[src/rtl/instruction_fetch_unit.sv]
// ---------------------------------------------------------------------------
// instruction_fetch_unit
//
// Fetches 16-bit instruction words from an instruction memory that has a
// combinational read port. After reset it first reads a 32-bit reset vector
// from words 0 and 1, then fetches sequentially from that address. Words whose
// top two bits are 2'b11 are two-word instructions: the second word is an
// immediate that is presented on Data_out together with the first word.
//
// Ports
//   clk             rising-edge clock
//   reset           asynchronous, active-high reset
//   stall           freezes PC, state and held instruction
//   branch_taken    redirect request; wins over stall
//   branch_target   redirect address, valid with branch_taken
//   int_req         level interrupt request, sampled every edge
//   mem_addr        instruction-memory word address
//   mem_data        instruction-memory read data for mem_addr (same cycle)
//   PC_out          address following the presented instruction
//   instruction_out presented instruction, 16'h0000 is a bubble
//   Data_out        immediate word of a two-word instruction, else 0
//   INT_out         interrupt marker for the presented instruction
// ---------------------------------------------------------------------------
module instruction_fetch_unit (
    input  logic        clk,
    input  logic        reset,
    input  logic        stall,
    input  logic        branch_taken,
    input  logic [31:0] branch_target,
    input  logic        int_req,
    output logic [31:0] mem_addr,
    input  logic [15:0] mem_data,
    output logic [31:0] PC_out,
    output logic [15:0] instruction_out,
    output logic [15:0] Data_out,
    output logic        INT_out
);

    typedef enum logic [1:0] {
        RV_HI,
        RV_LO,
        FETCH,
        FETCH_IMM
    } state_t;

    state_t      state_q, state_d;
    logic [31:0] pc_q, pc_d;
    logic [15:0] hold_instr_q, hold_instr_d;
    logic [15:0] vec_hi_q, vec_hi_d;
    logic        int_pending_q, int_pending_d;

    logic [31:0] pc_plus_one;
    logic        two_word;
    logic        deliver;

    // PC increments wrap naturally at 32 bits.
    assign pc_plus_one = pc_q + 32'd1;
    assign two_word    = (mem_data[15:14] == 2'b11);

    // Next-state and output logic. Outputs depend on the current memory word
    // so an instruction is presented in the same cycle it is read.
    always_comb begin
        state_d         = state_q;
        pc_d            = pc_q;
        hold_instr_d    = hold_instr_q;
        vec_hi_d        = vec_hi_q;
        deliver         = 1'b0;
        mem_addr        = pc_q;
        PC_out          = 32'd0;
        instruction_out = 16'h0000;
        Data_out        = 16'h0000;
        INT_out         = 1'b0;

        case (state_q)
            RV_HI: begin
                mem_addr = 32'd0;
                vec_hi_d = mem_data;
                state_d  = RV_LO;
            end

            RV_LO: begin
                mem_addr = 32'd1;
                pc_d     = {vec_hi_q, mem_data};
                state_d  = FETCH;
            end

            FETCH: begin
                if (branch_taken) begin
                    // Redirect: bubble this cycle, restart at the target.
                    pc_d    = branch_target;
                    state_d = FETCH;
                end else if (two_word) begin
                    // First half of a pair: bubble until the immediate arrives.
                    PC_out = pc_plus_one;
                    if (!stall) begin
                        hold_instr_d = mem_data;
                        pc_d         = pc_plus_one;
                        state_d      = FETCH_IMM;
                    end
                end else begin
                    PC_out          = pc_plus_one;
                    instruction_out = mem_data;
                    INT_out         = int_pending_q;
                    if (!stall) begin
                        pc_d    = pc_plus_one;
                        deliver = int_pending_q;
                    end
                end
            end

            FETCH_IMM: begin
                if (branch_taken) begin
                    // The held first word is dropped by returning to FETCH.
                    pc_d    = branch_target;
                    state_d = FETCH;
                end else begin
                    PC_out          = pc_plus_one;
                    instruction_out = hold_instr_q;
                    Data_out        = mem_data;
                    INT_out         = int_pending_q;
                    if (!stall) begin
                        pc_d    = pc_plus_one;
                        state_d = FETCH;
                        deliver = int_pending_q;
                    end
                end
            end

            default: begin
                state_d = RV_HI;
            end
        endcase

        // Sticky interrupt: a new request in the delivery cycle keeps it set.
        int_pending_d = int_req | (int_pending_q & ~deliver);
    end

    // State registers with asynchronous reset.
    always_ff @(posedge clk or posedge reset) begin
        if (reset) begin
            state_q       <= RV_HI;
            pc_q          <= 32'd0;
            hold_instr_q  <= 16'h0000;
            vec_hi_q      <= 16'h0000;
            int_pending_q <= 1'b0;
        end else begin
            state_q       <= state_d;
            pc_q          <= pc_d;
            hold_instr_q  <= hold_instr_d;
            vec_hi_q      <= vec_hi_d;
            int_pending_q <= int_pending_d;
        end
    end

endmodule

[config.mk]
export PLATFORM = sky130hd
export DESIGN_NAME = instruction_fetch_unit
export DESIGN_NICKNAME = d
export VERILOG_FILES = /design/src/rtl/instruction_fetch_unit.sv
export SDC_FILE = /design/constraint.sdc
export NUM_CORES = 1
export LEC_CHECK = 0
export CAP_MARGIN = 20
export CORE_UTILIZATION = 50
export DETAILED_ROUTE_END_ITERATION = 10
export GPL_ROUTABILITY_DRIVEN = 0
export PLACE_DENSITY = 0.86
export SLEW_MARGIN = 20
export SYNTH_ARGS = -nofsm -noshare
export SYNTH_HDL_FRONTEND = slang
export SYNTH_SLANG_ARGS = --single-unit
[constraint.sdc]
create_clock -name clk -period 5.1 [get_ports clk]
set_input_delay 1.02 -clock clk [delete_from_list [all_inputs] [get_ports clk]]
set_output_delay 1.02 -clock clk [all_outputs]
set_load 0.01 [all_outputs]
==> results of run 1 <==
flip-flops by register name (all words and copies together), names as in the netlist:
name           count
pc_q              32
state_q            2
vec_hi_q          16
hold_instr_q      16
int_pending_q      1
worst max-delay path by stage:
| stage | end | depth (start not counted) |
|---|---|---|
| after floorplan | PC_out[23] | 6 |
| after global placement | instruction_out[12] | 6 |
| after CTS | instruction_out[4] | 6 |
| final | instruction_out[4] | 6 |
| after detailed placement | instruction_out[4] | 6 |
| after global routing | instruction_out[13] | 6 |
final cells by class:
| class | count | area [sq um] | area share |
|---|---|---|---|
| multi-input combinational | 376 | 2620 | 0.419 |
| inverter | 14 | 53.8 | 0.00860 |
| clock inverter | 6 | 63.8 | 0.0102 |
| timing repair buffer | 159 | 1570 | 0.250 |
| clock buffer | 10 | 138 | 0.0220 |
| sequential | 67 | 1680 | 0.268 |
| tap | 108 | 135 | 0.0216 |
layout by cell type (no fill, tap or decap), types with 10 or more instances in the layout:
master / instances
buf_4: 10
nand3_1: 11
mux2_2: 23
clkbuf_8: 10
clkdlybuf4s50_1: 149
xor2_1: 17
nand2_1: 27
xnor2_1: 11
a21oi_1: 20
inv_1: 12
and3_1: 18
a22oi_1: 14
nor2_1: 50
dfrtp_1: 67
and2_1: 30
a22o_1: 22
o21ai_0: 24
worst reg2reg max path, delay by kind of cell, from the launching register on:
family,cells,cell delay (ps)
compound gates,1,320
buf+inv,3,890
flops,1,610
simple gates,3,930
cell families after synthesis:
family | after synthesis | share of synthesized area
AO/OA/AOI/OAI | 136 | 0.214
XOR/XNOR | 28 | 0.0542
adder cells (fa/ha/maj) | 1 | 0.00277
buffers and inverters | 57 | 0.0512
flip-flops | 67 | 0.371
multiplexers | 33 | 0.0816
AND/OR/NAND/NOR | 178 | 0.226
power groups by stage:
stage / combinational, W / clock (W) / sequential, W
finish: 0.000606 / 0.000463 / 0.000762
CTS: 0.000604 / 0.000460 / 0.000757
global placement: 0.000585 / 0 / 0.000759
detailed placement: 0.000599 / 0 / 0.000766
global route: 0.000649 / 0.000480 / 0.000776
floorplan: 0.000354 / 0 / 0.000714
stage by stage:
step | setup slack [ps] | instance area (sq um)
2_1_floorplan | 1930 | 4520
3_3_place_gp | 833 | 6050
3_5_place_dp | 748 | 6050
4_1_cts | 746 | 6250
5_1_grt | 501 | 6250
6_report | 718 | 6250
routing by layer:
layer | track usage | vias up
met3 | 0.0871 | 17
li1 | - | 2066
met4 | 0.0804 | 0
met2 | 0.495 | 310
met5 | 0 | -
met1 | 0.429 | 2225
==> impl_metrics.ini, run 1 <==
[finish]
final_core_util = 0.717
fin_nets = 681
drive_above_1_share = 0.108
area_growth_pct = 38.3
diodes = 0
fill_cells = 623
stdcell_count = 740

[setup_path]
reg2reg_depth = 7
arrival_ps = 3360
end_kind = output pin
startpoint = mem_data[14]
worstPathRequired_ps = 4080
rrSetupSlack_ps = 2230
crit_path_top_delay_cell = nor2_1
rr_startpoint = state_q[1]
max_stage_delay_ps = 640
crit_type = in -> out
critPathTopFamily = buffers and inverters
crit_buf_inv = 2
path_max_fanout = 14
crit_path_start_kind = input pin
crit_chain = clkdlybuf4s50_1, nand2_1, nand2_1, nor2_1, a22o_1, clkdlybuf4s50_1
worstReg2RegEnd = pc_q[13]

[die]
coreArea_sq_um = 8720
dieArea_sq_um = 9430
die_height_microns = 97.1
rows = 34
die_x_microns = 97.1
initial_core_util = 0.519
ioPinCount = 150

[clock_tree]
cts.sinks = 67
clockBufferDepth = 2
clk_transition_reported_paths_ps = 80
cts_tree = done
hold_buffers = 0
root_buffer = clkbuf_8
cts_resized = 0
cts_made_buffers = 9
cts-htree-levels = 3
clock_latency_ps = 350
post_cts_buffers = 0

[pwr]
p_leak_nw = 2.54
power.density_nw_per_um2 = 293
p_switching_w = 0.000614
internal_power_w = 0.00122
sequentialPowerShare = 0.416
p_clk_frac = 0.253
swShare = 0.336
p_comb_frac = 0.331
total_power_w = 0.00183
ir_worst_vdd_v = 0.000177

[job]
cap_violations = 0

[grt]
grt_max_degree = 48
grt.overflow.total = 0
grt_usage = 0.314
grt_first_pass_wirelength_mm = 23.4
antenna_found_initial = 0
grt_pass1_vias = 4413

[synth]
yosys-top-cells-area = dfrtp_1 (37%), mux2_2 (5.7%), a22o_1 (4.3%)
seq_area_frac_synth = 0.371
yosys.cell_types.count = 63
synth_fp_nets = 554
async_flop_share = 1.00
yosys_warnings = 0
synth-seq-cells = 67
synthesis.area_sq_um = 4520
yosysMostFrequentCell = dfrtp_1
yosys.area.top_type = dfrtp_1
synthFlopType = dfrtp_1
synth_edf_count = 0
post_synth.cell_area_avg_sq_um = 9.05
synth_common_cells = dfrtp_1 (67), nor2_1 (50), and2_1 (30)
syn_inst = 500
synth_top_area_share = 0.371

[sta]
layout_min_cycle_time_ps = 4380
fmax_mhz = 228
hold_violations = 0
rsz0062_at_grt = false
setup_tns_ps = 0
finalCritPeriodShare = 0.859
tightest_slew_ps = 984
setup_viol = 0
whs_ps = 479
max-slew-margin-rel = 0.344
finClkSkew_ps = 14.8
slew_viol_final = 0

[worst_hold_path]
min_path_cells = 1
hold_path.class = reg -> reg
min_to = hold_instr_q[14]
min_from = hold_instr_q[14]

[drt]
drc = 0
met1_length_mm = 5.82
via_per_inst = 6.24
first_pass_iters = 6
top_layer = met4
wl_met3_mm = 1.87
vias = 4618
route.met2.wl_mm = 6.93
routedWlPerCell_microns = 20.0
postRouteWirelength_mm = 14.8
drt-initial-drc-count = 401
ant_nets = 0

[placement]
hpwl_mm = 10.3
io_buffers = 149
place_inst = 724

[status]
status = complete, no violations
No activity file was read; power rests on OpenSTA's default activity.
==> inputs of run 2 (changes only) <==
--- a/config.mk
+++ b/config.mk
@@ -6,10 +6,9 @@
 export NUM_CORES = 1
 export LEC_CHECK = 0
 export CAP_MARGIN = 20
-export CORE_UTILIZATION = 50
+export CORE_UTILIZATION = 35
 export DETAILED_ROUTE_END_ITERATION = 10
 export GPL_ROUTABILITY_DRIVEN = 0
-export PLACE_DENSITY = 0.86
 export SLEW_MARGIN = 20
 export SYNTH_ARGS = -nofsm -noshare
 export SYNTH_HDL_FRONTEND = slang
==> constraint.sdc (replaced) <==
create_clock -name clk -period 5.1 [get_ports clk]
set_input_delay 0.765 -clock clk [delete_from_list [all_inputs] [get_ports clk]]
set_output_delay 0.765 -clock clk [all_outputs]
set_load 0.01 [all_outputs]
==> impl_metrics.ini, run 2 (synthesis gave the netlist of run 1 again) <==
[clock_tree]
hold_buffers = 0
cts.sinks = 67
cts_tree = done
cts_made_buffers = 9
post_cts_buffers = 0
clk_transition_reported_paths_ps = 60
root_buffer = clkbuf_16
clockBufferDepth = 2
clock_latency_ps = 330
cts_resized = 0
cts-htree-levels = 3

[finish]
largest-register = pc_q
drive_above_1_share = 0.106
final_common_cell = clkdlybuf4s50_1
area_growth_pct = 42.8
diodes = 0
fin_nets = 681
stdcell_area_sq_um = 6460
largest_reg_flops = 32
top_regs = pc_q (32), hold_instr_q (16), vec_hi_q (16)
fill_cells = 1229
layout_common_cells = clkdlybuf4s50_1 (149), dfrtp_1 (67), nor2_1 (50)

[sta]
fmax_mhz = 233
hold_violations = 0
tightest_slew_ps = 996
finalCritPeriodShare = 0.842
setup_tns_ps = 0
rsz0062_at_grt = false
setup_viol = 0
finClkSkew_ps = 7.07
max-slew-margin-rel = 0.331
slew_viol_final = 0
layout_min_cycle_time_ps = 4290

[drt]
vias = 4477
postRouteWirelength_mm = 15.8
routedWlPerCell_microns = 19.6
ant_nets = 0
drc = 0
drt-initial-drc-count = 378
via_per_inst = 5.57
first_pass_iters = 5

[job]
cap_violations = 0

[setup_path]
crit_top_cell = clkdlybuf4s50_1
worstReg2RegEnd = hold_instr_q[12]
crit_path_top_delay_cell = nor2_1
arrival_ps = 3530
crit_path_start_kind = input pin
path_max_fanout = 20
crit_type = in -> out
max_stage_delay_ps = 710
end_kind = output pin
rr_startpoint = state_q[0]
rrSetupSlack_ps = 2100
reg2reg_depth = 5
crit_chain = clkdlybuf4s50_1, buf_4, nor2b_2, nand2_1, nor2_1, a22o_1, clkdlybuf4s50_1
worstPathRequired_ps = 4340

[worst_hold_path]
hold_path.class = reg -> reg
min_path_cells = 1
min_from = hold_instr_q[15]
min_to = hold_instr_q[15]

[placement]
io_buffers = 149
dpl_cell_area_sq_um = 6130
hpwl_mm = 11.2

[status]
status = complete, no violations

[grt]
grt_pass1_vias = 4334
grt.overflow.total = 0
grt_first_pass_wirelength_mm = 24.3
antenna_found_initial = 0
grt_usage = 0.242
grt_max_degree = 45

[die]
die_height_microns = 116
dieArea_sq_um = 13400
ioPinCount = 150
coreArea_sq_um = 12600
die_x_microns = 116
rows = 41
initial_core_util = 0.358

[pwr]
ir_worst_vdd_v = 0.000138
power.density_nw_per_um2 = 318
p_leak_nw = 2.60
==> run 2: area by class of cell <==
type | count | area, sq um | area share
Clock inverter | 4 | 72.6 | 0.0112
Clock buffer | 12 | 256 | 0.0397
Tap cell | 172 | 215 | 0.0333
Multi-Input combinational cell | 376 | 2620 | 0.406
Inverter | 14 | 52.6 | 0.00813
Sequential cell | 67 | 1680 | 0.260
Timing Repair Buffer | 159 | 1570 | 0.242
==> run 2: how the worst max path moves through the flow <==
stage / from / to / cells past startpoint
2_1_floorplan: branch_taken / PC_out[23] / 6
3_3_place_gp: branch_taken / instruction_out[13] / 7
3_5_place_dp: branch_taken / instruction_out[10] / 7
4_1_cts: branch_taken / instruction_out[10] / 7
5_1_grt: branch_taken / instruction_out[0] / 7
6_report: branch_taken / instruction_out[0] / 7
==> run 2: worst max-delay path, delay by kind of cell <==
kind	cells	cell delay, ps
and+or+nand+nor	3	1300
buffers and inverters	3	1190
AOI/OAI and AO/OA	1	260
==> run 2: routing by layer <==
layer  global-route usage  up-vias  wire length (microns)
met1                0.345     2180                   7260
met4               0.0752        0                    226
met5                    0        -                      0
met3               0.0523       18                   1230
li1                     -     2077                      -
met2                0.366      202                   7080
==> run 2: per-stage QoR <==
step / worst slack [ps] / power, W / util / std cells / hold slack, ps
finish: 805 / 0.00206 / 0.512 / 804 / 479
global route: 677 / 0.00216 / 0.512 / 804 / 505
CTS: 856 / 0.00207 / 0.512 / 804 / 479
detailed placement: 866 / 0.00137 / 0.486 / 788 / 458
global placement: 1090 / 0.00136 / 0.486 / 788 / 456
floorplan: 2440 / 0.00107 / - / 500 / 440
==> run 2: power breakdown <==
part / leakage (nW) / internal, W / switching, W / total [W]
sequential: 0.795 / 0.000641 / 0.000122 / 0.000764
clock: 0.159 / 0.000454 / 0.000234 / 0.000688
combinational: 1.64 / 0.000337 / 0.000267 / 0.000604
==> inputs of run 3 (changes only) <==
==> constraint.sdc (replaced) <==
create_clock -name clk -period 4.4 [get_ports clk]
set_input_delay 0.66 -clock clk [delete_from_list [all_inputs] [get_ports clk]]
set_output_delay 0.66 -clock clk [all_outputs]
set_load 0.01 [all_outputs]
==> impl_metrics.ini, run 3 (synthesis gave the netlist of run 1 again) <==
[finish]
diodes = 0
largest-register = pc_q
final_core_util = 0.510
layout_common_cells = clkdlybuf4s50_1 (149), dfrtp_1 (67), nor2_1 (50)
area_growth_pct = 42.3
fin_nets = 681
top_regs = pc_q (32), hold_instr_q (16), vec_hi_q (16)
final_common_cell = clkdlybuf4s50_1
drive_above_1_share = 0.108
stdcell_area_sq_um = 6440
largest_reg_flops = 32

[drt]
postRouteWirelength_mm = 15.5
drt-initial-drc-count = 321
routedWlPerCell_microns = 19.3
vias = 4416
first_pass_iters = 5
drc = 0
via_per_inst = 5.49
ant_nets = 0

[sta]
hold_violations = 0
fmax_mhz = 267
layout_min_cycle_time_ps = 3750
worst_slack_ps = 653
finalCritPeriodShare = 0.852
tightest_slew_ps = 1050
finClkSkew_ps = 7.92
slew_viol_final = 0
setup_viol = 0
setup_tns_ps = 0
max-slew-margin-rel = 0.298
rsz0062_at_grt = false

[die]
coreArea_sq_um = 12600
rows = 41
die_x_microns = 116
initial_core_util = 0.358
ioPinCount = 150
die_height_microns = 116
dieArea_sq_um = 13400

[job]
cap_violations = 0

[grt]
grt.overflow.total = 0
grt_use_met3 = 0.0586
grt_max_degree = 48
grt_usage = 0.236
busiest_layer = met2
use_met1 = 0.335
grt_first_pass_wirelength_mm = 23.8
global_route.usage.met2 = 0.362
antenna_found_initial = 0
grt_pass1_vias = 4275

[setup_path]
crit_path_top_delay_cell = clkdlybuf4s50_1
rrSetupSlack_ps = 1670
critPathTopFamily = buffers and inverters
crit_path_start_kind = input pin
crit_buf_inv = 4
max_stage_delay_ps = 550
end_kind = output pin
crit_chain = clkdlybuf4s50_1, nor2b_2, buf_4, nand2_1, nor2_1, buf_4, a22o_1, clkdlybuf4s50_1
path_max_fanout = 28
arrival_ps = 3090
worstPathRequired_ps = 3740
crit_type = in -> out

[clock_tree]
root_buffer = clkbuf_16
clockBufferDepth = 2
cts.sinks = 67
post_cts_buffers = 0
clk_transition_reported_paths_ps = 60
hold_buffers = 0
clock_latency_ps = 320
cts_tree = done
cts_resized = 0
cts_made_buffers = 9
cts-htree-levels = 3

[placement]
dpl_cell_area_sq_um = 6130
io_buffers = 149
hpwl_mm = 11.0
post-place-ws_ps = 716

[pwr]
total_power_w = 0.00231
p_comb_frac = 0.304
sequentialPowerShare = 0.382
internal_power_w = 0.00159
p_clk_frac = 0.313
ir_worst_vdd_v = 0.000184
p_leak_nw = 2.59
p_switching_w = 0.000720
swShare = 0.312
power.density_nw_per_um2 = 359

[worst_hold_path]
hold_path.class = reg -> reg

[status]
status = complete, no violations
## run 3: final timing paths
| path | from | to | cells after the start |
|---|---|---|---|
| min reg2reg | hold_instr_q[15] | hold_instr_q[15] | 1 |
| max in group asynchronous | reset | vec_hi_q[6] | 3 |
| min in group asynchronous | reset | hold_instr_q[4] | 2 |
| min | hold_instr_q[15] | hold_instr_q[15] | 1 |
| max reg2reg | state_q[1] | pc_q[9] | 6 |
| max | branch_taken | instruction_out[4] | 8 |
## run 3: power by group through the flow
stage | clock [W] | combinational (W) | sequential (W)
after detailed placement | 0 | 0.000703 | 0.000888
after global placement | 0 | 0.000692 | 0.000886
after CTS | 0.000736 | 0.000707 | 0.000879
final | 0.000723 | 0.000703 | 0.000882
after floorplan | 0 | 0.000410 | 0.000828
after global routing | 0.000771 | 0.000760 | 0.000901
## run 3: cell type report
cell class              instances  area, sq um
clock buffers                  10          239
multi-input cells             376         2620
inverters                      14         53.8
repair buffers                159         1570
flip-flops and latches         67         1680
clock inverters                 6         65.1
fillers                      1242         6180
well taps                     172          215
## run 3: stage by stage
| step | hold WS, ps | std cells |
|---|---|---|
| after global placement | 454 | 788 |
| after global routing | 504 | 804 |
| after detailed placement | 457 | 788 |
| final | 472 | 804 |
| after floorplan | 440 | 500 |
| after CTS | 472 | 804 |
## run 3: routing by layer
metal,wire length (microns),part of all wire
met2,7170,0.46
met5,0,0
met1,6790,0.44
met4,97,0.0063
met3,1430,0.092
